## src/rtl/calc_dev_multi.sv

```systemverilog
// Multi-accumulator byte-serial calculator.
// Commands and operands arrive on din while cs is high. NACC accumulators are
// updated by a small opcode set, with optional unsigned saturation. Illegal
// commands produce a one-cycle err pulse and leave all state untouched.
module calc_dev_multi #(
    parameter int unsigned DW   = 8,
    parameter int unsigned NACC = 4
) (
    input  logic          clk,
    input  logic          rst,
    input  logic          cs,
    input  logic [DW-1:0] din,
    output logic          busy,
    output logic          drdy,
    output logic [DW-1:0] dout,
    output logic          err
);

    localparam int unsigned SW = (NACC > 1) ? $clog2(NACC) : 1;

    typedef enum logic [2:0] {
        S_IDLE,
        S_OPA,
        S_OPB,
        S_EXEC,
        S_TX
    } state_t;

    typedef enum logic [3:0] {
        OP_NOP    = 4'h0,
        OP_LOAD   = 4'h1,
        OP_ADD2   = 4'h2,
        OP_SUB2   = 4'h3,
        OP_ACCADD = 4'h4,
        OP_ACCSUB = 4'h5,
        OP_AND    = 4'h6,
        OP_OR     = 4'h7,
        OP_XOR    = 4'h8,
        OP_CLR    = 4'h9
    } op_t;

    state_t        state_q, state_d;
    logic [3:0]    op_q;
    logic          tx_q;
    logic          sat_q;
    logic [SW-1:0] sel_q;
    logic [DW-1:0] a_q, b_q;
    logic [DW-1:0] acc_q [NACC];
    logic          busy_q, drdy_q, err_q, err_d;

    logic [3:0]    din_op;
    logic [SW-1:0] din_sel;
    logic          din_illegal;
    logic          cmd_ld, a_ld, b_ld, acc_we;
    logic [DW-1:0] acc_cur, lhs, rhs, result;
    logic [DW:0]   sum, diff;

    function automatic logic [1:0] num_ops(input logic [3:0] op);
        case (op)
            OP_NOP, OP_CLR:                return 2'd0;
            OP_LOAD, OP_ACCADD, OP_ACCSUB: return 2'd1;
            default:                       return 2'd2;
        endcase
    endfunction

    assign din_op      = din[7:4];
    assign din_sel     = din[SW-1:0];
    assign din_illegal = (din_op > OP_CLR) || (32'(din_sel) >= NACC);
    assign acc_cur     = acc_q[sel_q];

    // Execute-stage datapath: arithmetic at DW+1 bits, carry/borrow drives clamping
    always_comb begin
        lhs = acc_cur;
        rhs = a_q;
        if (op_q == OP_ADD2 || op_q == OP_SUB2) begin
            lhs = a_q;
            rhs = b_q;
        end
        sum    = {1'b0, lhs} + {1'b0, rhs};
        diff   = {1'b0, lhs} - {1'b0, rhs};
        result = acc_cur;
        case (op_q)
            OP_LOAD:              result = a_q;
            OP_ADD2, OP_ACCADD:   result = (sat_q && sum[DW])  ? '1 : sum[DW-1:0];
            OP_SUB2, OP_ACCSUB:   result = (sat_q && diff[DW]) ? '0 : diff[DW-1:0];
            OP_AND:               result = a_q & b_q;
            OP_OR:                result = a_q | b_q;
            OP_XOR:               result = a_q ^ b_q;
            OP_CLR:               result = '0;
            default:              result = acc_cur;
        endcase
    end

    // Next-state and load-enable decode for the command sequencer
    always_comb begin
        state_d = state_q;
        cmd_ld  = 1'b0;
        a_ld    = 1'b0;
        b_ld    = 1'b0;
        acc_we  = 1'b0;
        err_d   = 1'b0;
        case (state_q)
            S_IDLE: begin
                if (cs) begin
                    if (din_illegal) begin
                        err_d = 1'b1;
                    end else begin
                        cmd_ld  = 1'b1;
                        state_d = (num_ops(din_op) == 2'd0) ? S_EXEC : S_OPA;
                    end
                end
            end
            S_OPA: begin
                if (cs) begin
                    a_ld    = 1'b1;
                    state_d = (num_ops(op_q) == 2'd2) ? S_OPB : S_EXEC;
                end
            end
            S_OPB: begin
                if (cs) begin
                    b_ld    = 1'b1;
                    state_d = S_EXEC;
                end
            end
            S_EXEC: begin
                acc_we  = 1'b1;
                state_d = tx_q ? S_TX : S_IDLE;
            end
            S_TX:    state_d = S_IDLE;
            default: state_d = S_IDLE;
        endcase
    end

    // State and registered status outputs
    always_ff @(posedge clk or negedge rst) begin
        if (!rst) begin
            state_q <= S_IDLE;
            busy_q  <= 1'b0;
            drdy_q  <= 1'b0;
            err_q   <= 1'b0;
        end else begin
            state_q <= state_d;
            busy_q  <= (state_d != S_IDLE);
            drdy_q  <= (state_d == S_TX);
            err_q   <= err_d;
        end
    end

    // Command, operand and accumulator registers
    always_ff @(posedge clk or negedge rst) begin
        if (!rst) begin
            op_q  <= '0;
            tx_q  <= 1'b0;
            sat_q <= 1'b0;
            sel_q <= '0;
            a_q   <= '0;
            b_q   <= '0;
            for (int unsigned i = 0; i < NACC; i++) begin
                acc_q[i] <= '0;
            end
        end else begin
            if (cmd_ld) begin
                op_q  <= din_op;
                tx_q  <= din[3];
                sat_q <= din[2];
                sel_q <= din_sel;
            end
            if (a_ld)   a_q <= din;
            if (b_ld)   b_q <= din;
            if (acc_we) acc_q[sel_q] <= result;
        end
    end

    // Result bus is only non-zero while transmitting
    always_comb begin
        dout = (state_q == S_TX) ? acc_cur : '0;
    end

    assign busy = busy_q;
    assign drdy = drdy_q;
    assign err  = err_q;

endmodule

```

## config.mk

```make
export PLATFORM = sky130hd
export DESIGN_NAME = calc_dev_multi
export DESIGN_NICKNAME = d
export VERILOG_FILES = /design/src/rtl/calc_dev_multi.sv
export SDC_FILE = /design/constraint.sdc
export NUM_CORES = 1
export LEC_CHECK = 0
export ABC_CLOCK_PERIOD_IN_PS = 3400
export CORE_UTILIZATION = 45
export CTS_CLUSTER_SIZE = 28
export DETAILED_ROUTE_END_ITERATION = 8
export GPL_ROUTABILITY_DRIVEN = 0
export PLACE_DENSITY_LB_ADDON = 0.1
export SLEW_MARGIN = 20
export SYNTH_ARGS = -nofsm -noshare
export SYNTH_HDL_FRONTEND = slang
export SYNTH_SLANG_ARGS = --single-unit
```

## constraint.sdc

```tcl
create_clock -name clk -period 3.4 [get_ports clk]
set_input_delay 0.51 -clock clk [delete_from_list [all_inputs] [get_ports clk]]
set_output_delay 0.51 -clock clk [all_outputs]
set_load 0.02 [all_outputs]
```

* Yosys cells after proc, flatten, opt, wreduce, memory -nomap -nowiden
Cells that the tools add are included.
** Word-level totals
- Register bits :: 62
- Input port bits :: 11
- Word-level logic and storage cells :: 94
** Cells by class
- Add/sub/neg operators :: 2
- Magnitude comparators :: 3
- Eq/ne operators :: 19
- Muxes and demuxes :: 37
- Bitwise logic cells :: 4
- Reduce and logical (&&, ||, !) cells :: 15
** Operators with widths (number)
- $mux 8 :: 8
- $pmux 8 s7 :: 1
- $bwmux 32 :: 1
- $eq 4x3->1 const B :: 6
- $bmux 8 s2 :: 1
- $demux 8 s2 :: 1
- $mux 3 :: 5
- $eq 4x4->1 const B :: 3
- $mux 2 :: 6
- $pmux 3 s4 :: 1
- $mux 1 :: 11
- $add 8x8->9 :: 1
- $sub 8x8->9 :: 1
- $and 8x8->8 :: 1
- $eq 4x1->1 const B :: 2
- $eq 4x2->1 const B :: 2
- $logic_not 4->1 :: 2
- $or 8x8->8 :: 1
- $pmux 2 s2 :: 2
- $reduce_or 2->1 :: 4
- $xor 8x8->8 :: 1
- $eq 3x2->1 const B :: 2
- $eq 3x3->1 const B :: 2
- $reduce_or 3->1 :: 2
- 11 further kinds :: 13

* Logic depth before layout (Yosys ltp)
- Depth after elaboration :: 12
- Gate-level depth with buffers :: 15

* Worst setup path after synthesis
Ideal clock, no wire load.
- Path type :: reg2reg
- Start :: register sel_q[0]
- End :: register acc_q[0] (netlist name)
- Library setup time :: 125 ps
- Data arrival time :: 3470 ps
- Setup slack :: -195 ps
- Cell stages (with the launch flop) :: 13
- Cells stage by stage :: dfrtp_1 buf_2 buf_1 mux4_2 mux2_2 ha_1 buf_6 a211o_1 a221oi_2 o31ai_2 a2111oi_2 a21oi_1 mux2_2
** Between the ends
- Cells in the longest elaborated chain, start to end :: 10
- Elaborated cells between the ends (all ways) :: 18
** Ends and longest elaborated chain
- start, declared :: line 46 : logic [SW-1:0] sel_q;
- start signal, assigned :: line 166 : sel_q <= din_sel;
- $not 2->3 (implied by the code) * :: line 69, 170
- $bmux 8 s2 :: line 69 : assign acc_cur = acc_q[sel_q];
- $mux 8 (implied by the code) (2 in a row) :: line 69
- $mux 8 :: line 75 : if (op_q == OP_ADD2 || op_q == OP_SUB2) begin
- $sub 8x8->9 or $add 8x8->9 (tied branches) :: line 80, 79
- $logic_and 1x1->1, on equally long branches :: line 85, 84
- $mux 8, on equally long branches :: line 85, 84
- $pmux 8 s7 :: line 82 : case (op_q)
- $bwmux 32 * :: line 170 : if (acc_we) acc_q[sel_q] <= result;
- end signal, assigned by index :: line 170
- end, declared :: line 48 : logic [DW-1:0] acc_q [NACC];
Mark *: on every way between the ends. The rest lies on a longest branch, timed or not. The select of a mux whose other input is x is not followed.
A chain may end at the register's enable or synchronous reset.

* Worst setup path in the final report
- Start :: register sel_q[0]
- End :: register acc_q[18] (netlist name)
Same word-level chain as after synthesis.

==> results.ini <==
[status]
status = finished, violations left
violations = setup timing

[finish]
fill_cells = 889
area_delta_synth_final_pct = 24.4
nets = 592
layout_commonest_cell = dfrtp_1
final_cell_mix = dfrtp_1, nand2_1, o21ai_0, buf_4, inv_1
drive_gt1_frac = 0.263
instances_no_fill = 685
n_antenna_cell = 0
multi_input_comb_area_mm2 = 0.00299
seq_area_mm2 = 0.00155

[clocking]
cts_tree = built
clk_pin_slew_ns = 0.08
htreeDepth = 3
clock-root-buffer = clkbuf_8
clkSinkCount = 62
cts_inserted_buffers = 9
clock_latency_ns = 0.36
ctsLongestPathBuffers = 2

[die]
dieArea_mm2 = 0.0106
rows = 36
die_x_um = 103
initial_core_util = 0.468
die_h_um = 103
io_pins = 22
coreArea_mm2 = 0.00982

[grt]
grt_pass1_vias = 3728
track_usage = 0.255
grt_pass1_wl_um = 20000
grt_max_degree = 48
antenna_found_initial = 0
grt.overflow.total = 0

[worst_setup_path]
crit_fanout = 5
startpoint_type = flip-flop
setup.worst_path.class = flip-flop to flip-flop
r2r_slack_ns = -0.02
required_ns = 3.65
setup.worst_path.end_class = flip-flop
cp_data_arrival_time_ns = 3.67
cp_top_family = compound AO/OA/AOI/OAI gates
cp.buffers_inverters = 2
r2r_cells = 10
slowest_delay_ns = 0.56
worstPathCellList = buf_12 > clkbuf_16 > mux4_2 > mux2_2 > ha_2 > a211o_1 > a221oi_4 > o31ai_4 > o32a_1 > mux2_4
crit_slowest_cell = mux4_2
rr_startpoint = sel_q[0]
cp.depth = 10
rr_endpoint = acc_q[18]

[timing]
report.final.slew_viol_count = 0
worst_slack_ns = -0.0196
min_period_over_period = 1.01
tightest_slew_ns = 1.00
hold_violations = 0
fin_skew_ns = 0.00873
max_freq_mhz = 292
period_needed_ns = 3.42
rsz0062_at_grt = true
setup_viol = 4
slew_headroom = 0.315

[logic_synthesis]
synth_edf_count = 0
yosys_warnings = 0
syn_area_mm2 = 0.00459
synthFlopType = dfrtp_1
syn_area_per_cell_um2 = 9.21
syn_inst = 499
ys_types = 59
synthArstFlopShare = 1.00
ys_ff_latch = 62
yosysSeqAreaShare = 0.338
syn-num-nets = 544

[routing]
vias = 3913
avgViaCountPerCell = 5.71
ant_nets = 0
drcViolationCount = 0
totalWireLength_um = 12800
wl_per_cell_um = 18.6
drtIter0Drc = 198
drt_first_pass_iters = 4

[place]
dpl.hpwl_um = 9210
numPortBuffers = 21
dpl.cell_count = 659

[hold_path]
hold_path.class = primary input to async pin

[flow_run]
maxCapViolCount = 0

[cell families (layout without fill, tap and decap cells)]
kind of cell / count (synthesis) / count (layout) / share of synthesized area
muxes: 44 / 44 / 0.127
adders and majority gates: 34 / 34 / 0.0959
buffers and inverters: 65 / 118 / 0.0588
and+or+nand+nor: 148 / 148 / 0.162
xor gates and xnor gates: 9 / 9 / 0.0188
AOI/OAI and AO/OA: 137 / 137 / 0.200
DFF: 62 / 62 / 0.338
[metrics by stage]
| stage | cell area [um^2] | hold slack (ns) | TNS (ns) | worst slack (ns) | util |
|---|---|---|---|---|---|
| 5_1_grt | 5720 | 0.210 | -0.863 | -0.114 | 0.582 |
| 4_1_cts | 5440 | 0.386 | -0.0234 | -0.00963 | 0.554 |
| 2_1_floorplan | 4620 | 0.214 | 0 | 0.00376 | - |
| 3_3_place_gp | 5150 | 0.463 | -0.000447 | -0.000447 | 0.525 |
| 3_5_place_dp | 5150 | 0.470 | -0.122 | -0.0387 | 0.525 |
| 6_report | 5720 | 0.162 | -0.0662 | -0.0196 | 0.582 |
[worst max-delay path by stage]
stage | from | end | slack (ns)
final | sel_q[0] | acc_q[18] | -0.02
after global routing | sel_q[0] | acc_q[18] | -0.11
after CTS | sel_q[0] | acc_q[18] | -0.01
after detailed placement | sel_q[0] | acc_q[29] | -0.04
after global placement | sel_q[0] | acc_q[13] | -0.0004
after floorplan | op_q[3] | acc_q[5] | 0.004
[registers in the layout, indices dropped and copies added (netlist names), 2 cells and up]
signal   count
state_q      3
b_q          8
a_q          8
acc_q       32
sel_q        2
op_q         4
[synth_stat cells (3+ instances only)]
master	n	area, um^2
dfrtp_1	62	1550
mux4_2	8	180
a2111oi_0	4	35.0
and2_1	13	81.3
o21a_1	5	37.5
a21oi_1	26	130
o21bai_1	6	45.0
o21ai_0	44	220
nand2b_1	8	50.1
a211oi_1	5	37.5
a21o_1	12	90.1
nor4_1	3	18.8
buf_2	12	60.1
xor2_1	4	35.0
inv_1	36	135
nor2_1	31	116
nand2_1	45	169
ha_1	32	400
clkbuf_1	14	52.6
a31oi_1	7	43.8
mux2_2	34	383
nor3_1	9	45.0
nor2b_1	10	62.6
o22ai_1	4	25.0
nand3_1	5	25.0
or2_2	5	31.3
nor3b_1	7	52.6
or3_1	4	25.0
and3_1	4	25.0
xnor2_1	4	35.0
[repair_timing]
action | CTS | global route
gates resized for setup | 7 | 32
cloned | 0 | 1
pin swaps | 2 | 16
setup buffers | 0 | 9
hold endpoints to repair | 0 | 0
hold buffers | 0 | 0
endpoints found under the setup margin | 13 | 28
[worst reg2reg max path, stage by stage (launching register included)]
cell,delay (ns)
dfrtp_2,0.42
buf_12,0.12
clkbuf_16,0.14
mux4_2,0.56
mux2_2,0.31
ha_2,0.22
a211o_1,0.34
a221oi_4,0.26
o31ai_4,0.19
o32a_1,0.47
mux2_4,0.29
[area by class of cell]
cell class / count / area share
clock buffer: 9 / 0.0217
clock inverter: 7 / 0.0212
inverter: 36 / 0.0236
multi-input combinational: 372 / 0.523
sequential: 62 / 0.272
tap: 133 / 0.0291
timing repair buffer: 66 / 0.109
[metal layers]
layer / wire length [um] / vias to the layer above / track usage
li1: - / 1858 / -
met1: 5730 / 1925 / 0.341
met2: 5930 / 102 / 0.403
met3: 622 / 28 / 0.0420
met4: 480 / 0 / 0.122
met5: 0 / - / 0
Power is left out: the tool's default activity adds up to more than one toggle a clock period on the data nets, which glitch-free logic cannot reach.
